$ cat config.mk
export PLATFORM = sky130hd
export DESIGN_NAME = dmi_arbiter
export DESIGN_NICKNAME = d
export VERILOG_FILES = /design/src/rtl/riscv_dm_pkg.sv /design/src/rtl/rr_arbiter.sv /design/src/rtl/dmi_arbiter.sv
export SDC_FILE = /design/constraint.sdc
export NUM_CORES = 1
export LEC_CHECK = 0
export ABC_AREA = 1
export CORE_ASPECT_RATIO = 0.5
export CORE_MARGIN = 5
export CORE_UTILIZATION = 64
export CTS_BUF_LIST = sky130_fd_sc_hd__clkbuf_8
export DETAILED_ROUTE_END_ITERATION = 8
export DONT_BUFFER_PORTS = 1
export GPL_TIMING_DRIVEN = 0
export PLACE_DENSITY = 0.76
export SLEW_MARGIN = 20
export SYNTH_ARGS = -nofsm -noshare
export SYNTH_HDL_FRONTEND = slang
export SYNTH_SLANG_ARGS = --single-unit
export TNS_END_PERCENT = 100
$ cat constraint.sdc
create_clock -name clk_i -period 2.1 [get_ports clk_i]
set_input_delay 0.42 -clock clk_i [delete_from_list [all_inputs] [get_ports clk_i]]
set_output_delay 0.42 -clock clk_i [all_outputs]
set_load 0.02 [all_outputs]
$ cat src/rtl/riscv_dm_pkg.sv
// Shared DMI definitions for the debug-module slice: bus widths, op
// encodings and the state type used by the DMI request arbiter.
package riscv_dm_pkg;

    localparam int unsigned DMI_ADDR_WIDTH = 7;
    localparam int unsigned DMI_DATA_WIDTH = 32;
    localparam int unsigned DMI_OP_WIDTH   = 2;

    // Request op encodings (requester -> DM)
    localparam logic [DMI_OP_WIDTH-1:0] DMI_OP_NOP   = 2'd0;
    localparam logic [DMI_OP_WIDTH-1:0] DMI_OP_READ  = 2'd1;
    localparam logic [DMI_OP_WIDTH-1:0] DMI_OP_WRITE = 2'd2;

    // Response op encodings (DM -> requester)
    localparam logic [DMI_OP_WIDTH-1:0] DMI_OP_SUCCESS = 2'd0;
    localparam logic [DMI_OP_WIDTH-1:0] DMI_OP_FAILED  = 2'd2;
    localparam logic [DMI_OP_WIDTH-1:0] DMI_OP_BUSY    = 2'd3;

    // Arbiter transaction phases; at most one DM transaction in flight
    typedef enum logic [1:0] {
        ARB_IDLE,
        ARB_ISSUE,
        ARB_WAIT,
        ARB_REPLY
    } dmi_arb_state_e;

    // Index following idx in a ring of n entries
    function automatic int unsigned rr_wrap(input int unsigned idx, input int unsigned n);
        return (idx + 1 >= n) ? 0 : idx + 1;
    endfunction

endpackage

$ cat src/rtl/rr_arbiter.sv
// Combinational round-robin selector: the first requester found when
// scanning upward from ptr (wrapping) wins.
module rr_arbiter
    import riscv_dm_pkg::*;
#(
    parameter int unsigned NUM_REQ = 2,
    parameter int unsigned IDX_W   = $clog2(NUM_REQ)
) (
    input  logic [NUM_REQ-1:0] req,
    input  logic [IDX_W-1:0]   ptr,
    output logic [NUM_REQ-1:0] gnt,
    output logic [IDX_W-1:0]   gnt_idx,
    output logic               gnt_valid
);

    logic [31:0]      cand;
    logic [IDX_W-1:0] cand_idx;

    // Scan from ptr upward and take the first active request
    always_comb begin
        gnt       = '0;
        gnt_idx   = '0;
        gnt_valid = 1'b0;
        cand      = '0;
        cand_idx  = '0;
        for (int unsigned k = 0; k < NUM_REQ; k++) begin
            cand     = (32'(ptr) + k) % NUM_REQ;
            cand_idx = IDX_W'(cand);
            if (!gnt_valid && req[cand_idx]) begin
                gnt_valid      = 1'b1;
                gnt_idx        = cand_idx;
                gnt[cand_idx]  = 1'b1;
            end
        end
    end

endmodule

$ cat src/rtl/dmi_arbiter.sv
// DMI arbiter: shares one riscv_dm DMI port between NUM_REQ requesters,
// one transaction at a time, round-robin between contenders.
// Optional feature macro: DMI_ARB_TIMEOUT_EN adds a DM response watchdog
// (TIMEOUT_CYCLES) that fails the transaction and drains one late response.
module dmi_arbiter
    import riscv_dm_pkg::*;
#(
    parameter int unsigned NUM_REQ        = 2,
    parameter int unsigned TIMEOUT_CYCLES = 1024
) (
    input  logic                                clk_i,
    input  logic                                rst_i,

    input  logic [NUM_REQ-1:0]                  r_req_valid_i,
    output logic [NUM_REQ-1:0]                  r_req_ready_o,
    input  logic [NUM_REQ*DMI_ADDR_WIDTH-1:0]   r_req_addr_i,
    input  logic [NUM_REQ*DMI_DATA_WIDTH-1:0]   r_req_data_i,
    input  logic [NUM_REQ*DMI_OP_WIDTH-1:0]     r_req_op_i,
    output logic [NUM_REQ-1:0]                  r_resp_valid_o,
    input  logic [NUM_REQ-1:0]                  r_resp_ready_i,
    output logic [DMI_DATA_WIDTH-1:0]           r_resp_data_o,
    output logic [DMI_OP_WIDTH-1:0]             r_resp_op_o,

    output logic                                dm_req_valid_o,
    input  logic                                dm_req_ready_i,
    output logic [DMI_ADDR_WIDTH-1:0]           dm_req_addr_o,
    output logic [DMI_DATA_WIDTH-1:0]           dm_req_data_o,
    output logic [DMI_OP_WIDTH-1:0]             dm_req_op_o,

    input  logic                                dm_resp_valid_i,
    output logic                                dm_resp_ready_o,
    input  logic [DMI_DATA_WIDTH-1:0]           dm_resp_data_i,
    input  logic [DMI_OP_WIDTH-1:0]             dm_resp_op_i,

    output logic [$clog2(NUM_REQ)-1:0]          grant_o
);

    localparam int unsigned IDX_W = $clog2(NUM_REQ);

    if (NUM_REQ < 2 || NUM_REQ > 8) begin : g_bad_num_req
        $error("dmi_arbiter: NUM_REQ must be in 2..8");
    end
    if (TIMEOUT_CYCLES < 2) begin : g_bad_timeout
        $error("dmi_arbiter: TIMEOUT_CYCLES must be at least 2");
    end

    dmi_arb_state_e              state_q;
    logic [IDX_W-1:0]            rr_ptr_q;
    logic [IDX_W-1:0]            grant_q;
    logic [DMI_ADDR_WIDTH-1:0]   addr_q;
    logic [DMI_DATA_WIDTH-1:0]   data_q;
    logic [DMI_OP_WIDTH-1:0]     op_q;
    logic [DMI_DATA_WIDTH-1:0]   resp_data_q;
    logic [DMI_OP_WIDTH-1:0]     resp_op_q;

    logic [NUM_REQ-1:0]          arb_gnt;
    logic [IDX_W-1:0]            arb_idx;
    logic                        arb_valid;
    logic [IDX_W-1:0]            rr_ptr_next;
    logic [NUM_REQ-1:0]          grant_onehot;

    logic [DMI_ADDR_WIDTH-1:0]   sel_addr;
    logic [DMI_DATA_WIDTH-1:0]   sel_data;
    logic [DMI_OP_WIDTH-1:0]     sel_op;

`ifdef DMI_ARB_TIMEOUT_EN
    localparam int unsigned WDOG_W = $clog2(TIMEOUT_CYCLES + 1);
    logic [WDOG_W-1:0]           wdog_q;
    logic                        drain_q;
    logic                        wdog_expired;

    assign wdog_expired = (wdog_q == WDOG_W'(TIMEOUT_CYCLES - 1));
`endif

    rr_arbiter #(
        .NUM_REQ (NUM_REQ),
        .IDX_W   (IDX_W)
    ) u_rr_arbiter (
        .req       (r_req_valid_i),
        .ptr       (rr_ptr_q),
        .gnt       (arb_gnt),
        .gnt_idx   (arb_idx),
        .gnt_valid (arb_valid)
    );

    assign rr_ptr_next  = IDX_W'(rr_wrap(32'(arb_idx), NUM_REQ));
    assign grant_onehot = NUM_REQ'(1) << grant_q;

    // Route the winning requester's payload toward the request latches
    always_comb begin
        sel_addr = '0;
        sel_data = '0;
        sel_op   = '0;
        for (int unsigned i = 0; i < NUM_REQ; i++) begin
            if (arb_gnt[i]) begin
                sel_addr = r_req_addr_i[i*DMI_ADDR_WIDTH +: DMI_ADDR_WIDTH];
                sel_data = r_req_data_i[i*DMI_DATA_WIDTH +: DMI_DATA_WIDTH];
                sel_op   = r_req_op_i[i*DMI_OP_WIDTH +: DMI_OP_WIDTH];
            end
        end
    end

    // Request accept is only offered in IDLE, and never while reset is sampled
    always_comb begin
        r_req_ready_o = '0;
        if (state_q == ARB_IDLE && !rst_i) begin
            r_req_ready_o = arb_gnt;
        end
    end

    // DM responses are taken in WAIT; with the watchdog, also drained in IDLE
    always_comb begin
        dm_resp_ready_o = (state_q == ARB_WAIT);
`ifdef DMI_ARB_TIMEOUT_EN
        if (state_q == ARB_IDLE && drain_q) begin
            dm_resp_ready_o = 1'b1;
        end
`endif
    end

    assign dm_req_addr_o = addr_q;
    assign dm_req_data_o = data_q;
    assign dm_req_op_o   = op_q;
    assign r_resp_data_o = resp_data_q;
    assign r_resp_op_o   = resp_op_q;
    assign grant_o       = grant_q;

    // Transaction FSM: grant, issue to DM, wait for DM response, reply
    always_ff @(posedge clk_i) begin
        if (rst_i) begin
            state_q        <= ARB_IDLE;
            rr_ptr_q       <= '0;
            grant_q        <= '0;
            addr_q         <= '0;
            data_q         <= '0;
            op_q           <= '0;
            resp_data_q    <= '0;
            resp_op_q      <= '0;
            dm_req_valid_o <= 1'b0;
            r_resp_valid_o <= '0;
`ifdef DMI_ARB_TIMEOUT_EN
            wdog_q         <= '0;
            drain_q        <= 1'b0;
`endif
        end else begin
            unique case (state_q)
                ARB_IDLE: begin
`ifdef DMI_ARB_TIMEOUT_EN
                    if (drain_q && dm_resp_valid_i) begin
                        drain_q <= 1'b0;
                    end
                    wdog_q <= '0;
`endif
                    if (arb_valid) begin
                        grant_q        <= arb_idx;
                        rr_ptr_q       <= rr_ptr_next;
                        addr_q         <= sel_addr;
                        data_q         <= sel_data;
                        op_q           <= sel_op;
                        dm_req_valid_o <= 1'b1;
                        state_q        <= ARB_ISSUE;
                    end
                end

                ARB_ISSUE: begin
                    if (dm_req_ready_i) begin
                        dm_req_valid_o <= 1'b0;
                        state_q        <= ARB_WAIT;
                    end
`ifdef DMI_ARB_TIMEOUT_EN
                    // DM never took the request: withdraw it, nothing to drain
                    else if (wdog_expired) begin
                        dm_req_valid_o <= 1'b0;
                        resp_data_q    <= '0;
                        resp_op_q      <= DMI_OP_FAILED;
                        r_resp_valid_o <= grant_onehot;
                        state_q        <= ARB_REPLY;
                    end
                    wdog_q <= wdog_q + 1'b1;
`endif
                end

                ARB_WAIT: begin
                    if (dm_resp_valid_i) begin
`ifdef DMI_ARB_TIMEOUT_EN
                        // A leftover response from a timed-out transaction
                        // is swallowed; keep waiting for our own
                        if (drain_q) begin
                            drain_q <= 1'b0;
                        end else
`endif
                        begin
                            resp_data_q    <= dm_resp_data_i;
                            resp_op_q      <= dm_resp_op_i;
                            r_resp_valid_o <= grant_onehot;
                            state_q        <= ARB_REPLY;
                        end
                    end
`ifdef DMI_ARB_TIMEOUT_EN
                    // DM accepted the request, so a late response may still come
                    else if (wdog_expired) begin
                        resp_data_q    <= '0;
                        resp_op_q      <= DMI_OP_FAILED;
                        r_resp_valid_o <= grant_onehot;
                        drain_q        <= 1'b1;
                        state_q        <= ARB_REPLY;
                    end
                    wdog_q <= wdog_q + 1'b1;
`endif
                end

                ARB_REPLY: begin
                    if (r_resp_ready_i[grant_q]) begin
                        r_resp_valid_o <= '0;
                        state_q        <= ARB_IDLE;
                    end
                end

                default: begin
                    state_q <= ARB_IDLE;
                end
            endcase
        end
    end

endmodule
==> results of run 1 <==
how the worst max path moves through the flow:
stage | cells after the start | end
floorplan | 5 | r_req_ready_o[0]
global placement | 5 | r_req_ready_o[0]
detailed placement | 5 | r_req_ready_o[0]
CTS | 5 | r_req_ready_o[0]
global route | 5 | r_req_ready_o[0]
finish | 5 | r_req_ready_o[0]
registers in the layout, summed over array words and instances (netlist names):
register,cells
rr_ptr_q,1
r_resp_op_o,2
dm_req_addr_o,7
dm_req_data_o,32
r_resp_data_o,32
r_resp_valid_o,2
dm_req_op_o,2
grant_o,1
dm_req_valid_o,1
state_q,2
cell families (layout without fill, tap and decap cells):
kind of cell             count (synthesis)  count (layout)  synth area share
adder cells (fa/ha/maj)                  5               5            0.0175
AND/OR/NAND/NOR                        295             295             0.328
AO/OA/AOI/OAI                           82              82             0.122
flip-flops                              82              82             0.460
buffers and inverters                   53              69            0.0729
metal layers:
metal / wire length, um / part of all wire
met1: 3640 / 0.38
met2: 4480 / 0.47
met3: 1300 / 0.14
met4: 125 / 0.013
met5: 0 / 0
worst register-to-register path: cells and delay by family, from the launching register on:
kind,cells,cell delay (ns)
flip-flops,1,0.37
buffers and inverters,4,0.67
AO/OA/AOI/OAI,1,0.12
AND/OR/NAND/NOR,4,0.30
adder cells (fa/ha/maj),1,0.20
through the flow:
step | instances | hold WS, ns | util | setup TNS, ns
after floorplan | 517 | 0.472 | - | 0
after global placement | 590 | 0.491 | 0.673 | 0
after detailed placement | 590 | 0.496 | 0.673 | 0
after CTS | 606 | 0.217 | 0.710 | -0.352
after global routing | 606 | 0.209 | 0.715 | 0
final | 606 | 0.225 | 0.715 | 0
repair_timing:
item / CTS / global route
pin swaps: 0 / 2
gates cloned: 0 / 0
setup endpoints to repair: 2 / 2
gates resized for setup: 0 / 4
endpoints found under the hold margin: 0 / 0
layout by cell type, fill, tap and decap left out:
cell,count
buf_2,12
nand2_1,125
nand2_2,6
buf_4,4
inv_1,16
a21oi_2,4
clkinvlp_4,1
nor2_2,2
ha_1,5
bufinv_16,1
clkbuf_8,11
inv_2,4
nand4_1,3
a21oi_1,25
or2_2,1
clkbuf_1,11
buf_6,4
dfxtp_1,82
nand3_1,25
nor3_4,2
clkinv_1,1
clkbuf_2,1
o21ai_0,52
o21ai_4,1
clkinv_2,3
nor2_1,131
cell type report:
| type | count | area share |
|---|---|---|
| plain buffers | 32 | 0.0466 |
| clock buffers | 11 | 0.0389 |
| clock inverters | 5 | 0.0135 |
| inverters | 21 | 0.0203 |
| multi-input cells | 382 | 0.435 |
| flip-flops and latches | 82 | 0.422 |
| well taps | 73 | 0.0235 |
report_power, final:
part,switching [mW],internal [mW]
Combinational,1.13,0.644
Sequential,0.809,1.98
Clock,0.565,0.608
Total,2.50,3.24
==> results.sh, run 1 <==
export IMPL_grt_max_degree=14
export IMPL_grt_overflow=0
export IMPL_synth_cell_types=22
export IMPL_final_cell_area_sq_um=3890
export IMPL_cts_buffer_depth=2
export IMPL_pre_cts_ws_ns=0.225
export IMPL_wl_mm=9.54
export IMPL_syn_area_sq_um=3570
export IMPL_relSlewSlack=0.704
export IMPL_vdd_ir_drop_max_uv=868
export IMPL_synthTopCellsByArea="dfxtp_1 46%, nor2_1 14%, nand2_1 13%, o21ai_0 7.3%, a21oi_1 3.5%"
export IMPL_core_area_sq_um=5440
export IMPL_grt_setup_unrepaired="false"
export IMPL_reg2reg_setup_slack_ns=0.30
export IMPL_dpl_cell_area_sq_um=3660
export IMPL_timing_rr_start="state_q[0]$_SDFFE_PP0P_"
export IMPL_routedWlPerCell_um=15.7
export IMPL_yosys_area_top_type="dfxtp_1"
export IMPL_cp_top_family="buffers and inverters"
export IMPL_end_kind="output pin"
export IMPL_via_per_inst=5.34
export IMPL_clock_skew_ns=0.00592
export IMPL_hold_viol_final=0
export IMPL_setup_viol=0
export IMPL_netlist_instances=517
export IMPL_top_usage_layer="met2"
export IMPL_synth_nets=646
export IMPL_h_tree_depth=3
export IMPL_synth_seq_cells=82
export IMPL_hold_start="dm_resp_data_i[12]"
export IMPL_num_antenna_cells=0
export IMPL_cellLeakagePower_nw=1.79
export IMPL_ant_nets=0
export IMPL_clock_latency_ns=0.36
export IMPL_use_met3=0.147
export IMPL_yosys_area_top_type_share=0.460
export IMPL_drive_above_1_share=0.107
export IMPL_fillers=496
export IMPL_dieArea_sq_um=7270
export IMPL_async_reset_ff_frac=0
export IMPL_fp_row_count=19
export IMPL_cts_tree="done"
export IMPL_synth_edf_count=0
export IMPL_crit_buf_inv=3
export IMPL_grt_pass1_wl_mm=14.7
export IMPL_whs_path_depth=2
export IMPL_ys_seq_area_frac=0.460
export IMPL_yosysMostFrequentCell="nor2_1"
export IMPL_vias=3234
export IMPL_power_density_nw_per_um2=1470
export IMPL_worstReg2RegEnd="dm_req_data_o[25]$_SDFFE_PP0P_"
export IMPL_dieHeight_um=62.8
export IMPL_met1_usage=0.286
export IMPL_max_stage_delay_ns=0.34
export IMPL_die_w_um=116
export IMPL_ff_latch_area_sq_um=1640
export IMPL_worstPathArrival_ns=1.56
export IMPL_worst_pin_slew_ns=0.443
export IMPL_path_class="reg2out"
export IMPL_met2_usage=0.426
export IMPL_portBuffers=0
export IMPL_layout_min_cycle_time_ns=1.98
export IMPL_status="complete, no violations"
export IMPL_multiInputGateArea_sq_um=1690
export IMPL_grt_usage=0.260
export IMPL_drcViolationCount=0
export IMPL_holdPathEnd="r_resp_data_o[12]$_SDFFE_PP0P_"
export IMPL_gp_congestion=0.840
export IMPL_grt_pass1_vias=2980
export IMPL_worst_ep_required_time_ns=1.68
export IMPL_area_delta_synth_final_pct=8.90
export IMPL_fin_ws_ns=0.124
export IMPL_cp_common_cell="inv_1"
export IMPL_fmax_mhz=506
export IMPL_hold_path_class="in2reg"
export IMPL_start_util=0.656
export IMPL_pin_count=206
export IMPL_hold_buffers=0
export IMPL_dp_hpwl_mm=7.26
export IMPL_startpoint_type="register"
export IMPL_worstPathCellList="inv_1 -> ha_1 -> buf_4 -> inv_1 -> nor3_4"
export IMPL_period_share=0.941
export IMPL_clock_root_buffer="clkbuf_8"
export IMPL_crit_slowest_cell="dfxtp_1"
export IMPL_cts_clk_slew_worst_paths_ns=0.08
export IMPL_drt_iter0_drc=196
export IMPL_cts_sinks=82
export IMPL_critPathMaxFanout=7
export IMPL_syn_avg_cell_area_sq_um=6.91
export IMPL_drv_slew=0
export IMPL_ff2ff_path_depth=10
export IMPL_cts_setup_buffers=0
export IMPL_maxCapViolCount=0
export IMPL_synth_common_cells="131 x nor2_1, 125 x nand2_1, 82 x dfxtp_1, 52 x o21ai_0"
export IMPL_drt_first_pass_iters=4
export IMPL_synthFlopType="dfxtp_1"
export IMPL_startpoint="state_q[1]$_SDFFE_PP0P_"
export IMPL_total_power_mw=5.74
export IMPL_final_nets=657
export IMPL_yosys_warnings=0
export IMPL_grt_antenna_before_repair=0
export IMPL_cts_made_buffers=9
Note: power is estimated with default switching activity, not from simulation.
==> run 2, diff against run 1 <==
--- a/config.mk
+++ b/config.mk
@@ -8,12 +8,12 @@
 export ABC_AREA = 1
 export CORE_ASPECT_RATIO = 0.5
 export CORE_MARGIN = 5
-export CORE_UTILIZATION = 64
+export CORE_UTILIZATION = 25
 export CTS_BUF_LIST = sky130_fd_sc_hd__clkbuf_8
 export DETAILED_ROUTE_END_ITERATION = 8
 export DONT_BUFFER_PORTS = 1
 export GPL_TIMING_DRIVEN = 0
-export PLACE_DENSITY = 0.76
+export PLACE_DENSITY = 0.34
 export SLEW_MARGIN = 20
 export SYNTH_ARGS = -nofsm -noshare
 export SYNTH_HDL_FRONTEND = slang
==> run 2 against run 1 <==
Against the previous run: critical path depth did not move; non-clock buffer count rose by 2; die area rose by 130%; setup slack got worse by 0.026 ns; clock power barely moved; first-iteration DRC count fell by 46%; cell count rose by 20%; core utilization fell by 42 points; register-to-register slack got worse by 0.12 ns; via count fell by 0.80%; worst hold slack improved by 0.0019 ns; highest routed layer is now met5.
==> results.sh, run 2 (same netlist as run 1, synthesis figures left out) <==
export IMPL_grt_antenna_before_repair=1
export IMPL_cts_tree="done"
export IMPL_drcViolationCount=0
export IMPL_hold_viol_final=0
export IMPL_drive_above_1_share=0.112
export IMPL_clock_skew_ns=0.0169
export IMPL_power_density_nw_per_um2=1450
export IMPL_worstPathArrival_ns=1.58
export IMPL_final_cell_mix="131 x nor2_1, 125 x nand2_1, 82 x dfxtp_1, 52 x o21ai_0"
export IMPL_hold_start="dm_resp_data_i[7]"
export IMPL_critPathMaxFanout=7
export IMPL_grt_usage=0.132
export IMPL_startpoint="state_q[1]$_SDFFE_PP0P_"
export IMPL_startpoint_type="register"
export IMPL_wl_mm=11.8
export IMPL_die_w_um=179
export IMPL_cts_sinks=82
export IMPL_cts_made_buffers=9
export IMPL_hold_path_class="in2reg"
export IMPL_timing_rr_start="state_q[0]$_SDFFE_PP0P_"
export IMPL_portBuffers=0
export IMPL_final_util=0.294
export IMPL_worst_pin_slew_ns=0.503
export IMPL_routedWlPerCell_um=16.3
export IMPL_worst_ep_required_time_ns=1.68
export IMPL_met1_usage=0.158
export IMPL_num_antenna_cells=0
export IMPL_drt_first_pass_iters=4
export IMPL_fin_ws_ns=0.0972
export IMPL_grt_pass1_wl_mm=17.1
export IMPL_cellLeakagePower_nw=1.80
export IMPL_pin_count=206
export IMPL_start_util=0.259
export IMPL_fillers=1565
export IMPL_dieHeight_um=94.5
export IMPL_vdd_ir_drop_max_uv=415
export IMPL_cts_clk_slew_worst_paths_ns=0.10
export IMPL_whs_ns=0.227
export IMPL_use_met3=0.0636
export IMPL_fp_row_count=30
export IMPL_fmax_mhz=499
export IMPL_ant_nets=0
export IMPL_end_kind="output pin"
export IMPL_dieArea_sq_um=16900
export IMPL_status="complete, no violations"
export IMPL_period_share=0.954
export IMPL_core_area_sq_um=13800
export IMPL_drt_iter0_drc=106
export IMPL_cts_buffer_depth=2
export IMPL_relSlewSlack=0.665
export IMPL_top_usage_layer="met2"
export IMPL_maxCapViolCount=0
export IMPL_via_per_inst=4.41
export IMPL_final_nets=659
export IMPL_drv_slew=0
export IMPL_total_power_mw=5.88
export IMPL_met2_usage=0.215
export IMPL_dp_cells=709
export IMPL_layout_commonest_cell="nor2_1"
export IMPL_h_tree_depth=3
export IMPL_pre_cts_ws_ns=0.162
export IMPL_path_class="reg2out"
export IMPL_layout_min_cycle_time_ns=2.00
export IMPL_grt_pass1_vias=3123
export IMPL_area_delta_synth_final_pct=13.6
export IMPL_gp_congestion=0.729
export IMPL_clock_root_buffer="clkbuf_8"
export IMPL_setup_viol=0
export IMPL_dp_hpwl_mm=9.07
export IMPL_vias=3208
export IMPL_final_cell_count_no_fill=727
export IMPL_grt_overflow=0
export IMPL_clock_latency_ns=0.35
export IMPL_grt_max_degree=16
[run 2: cell types whose count changed in the layout (fill, tap and decap cells not counted), sizes merged]
cell and delta:
buf +2, clkbuf -2, clkinv +1, inv +1
[run 2: stage by stage]
stage	cell area, sq um	setup TNS (ns)
detailed placement	3810	0
finish	4060	0
floorplan	3570	0
CTS	4020	-0.116
global route	4060	-0.0204
global placement	3810	0
[run 2: final cells by class]
class | count | area (sq um) | share of cell area
multi-input cells | 382 | 1690 | 0.417
flip-flops and latches | 82 | 1640 | 0.405
repair buffers | 2 | 15.0 | 0.00370
clock inverters | 7 | 75.1 | 0.0185
clock buffers | 9 | 124 | 0.0305
plain buffers | 32 | 185 | 0.0457
well taps | 192 | 240 | 0.0592
inverters | 21 | 82.6 | 0.0204
[run 2: critical path, cell delays in order, from the launching register on]
cell and delay (ns):
dfxtp_1 0.34, inv_1 0.13, ha_1 0.19, buf_6 0.15, clkinvlp_4 0.14, nor3_4 0.26
[run 2: what timing repair did]
| item | in CTS | in global routing |
|---|---|---|
| setup buffers | 0 | 2 |
| pin swaps | 0 | 2 |
| resized for setup | 2 | 4 |
| endpoints found under the hold margin | 0 | 0 |
| setup endpoints to repair | 2 | 2 |
| hold buffers | 0 | 0 |
[run 2: path summary, 6_finish.rpt]
check / slack [ns] / to / cells past startpoint
worst max register to register: 0.18 / r_resp_data_o[9]$_SDFFE_PP0P_ / 7
worst min register to register: 0.50 / rr_ptr_q$_SDFFE_PP0P_ / 2
worst min-delay path: 0.23 / r_resp_data_o[7]$_SDFFE_PP0P_ / 2
worst max-delay path: 0.1 / r_req_ready_o[1] / 5
[run 2: power breakdown]
part / internal (mW) / switching, mW / total, mW
registers: 1.98 / 0.825 / 2.81
clock network: 0.559 / 0.638 / 1.20
logic: 0.682 / 1.20 / 1.88
total: 3.23 / 2.66 / 5.88
[run 2: routing by layer]
layer,vias up,wire [um]
met1,1422,5170
met4,2,96
met5,-,11
li1,1656,-
met3,9,1300
met2,119,5240
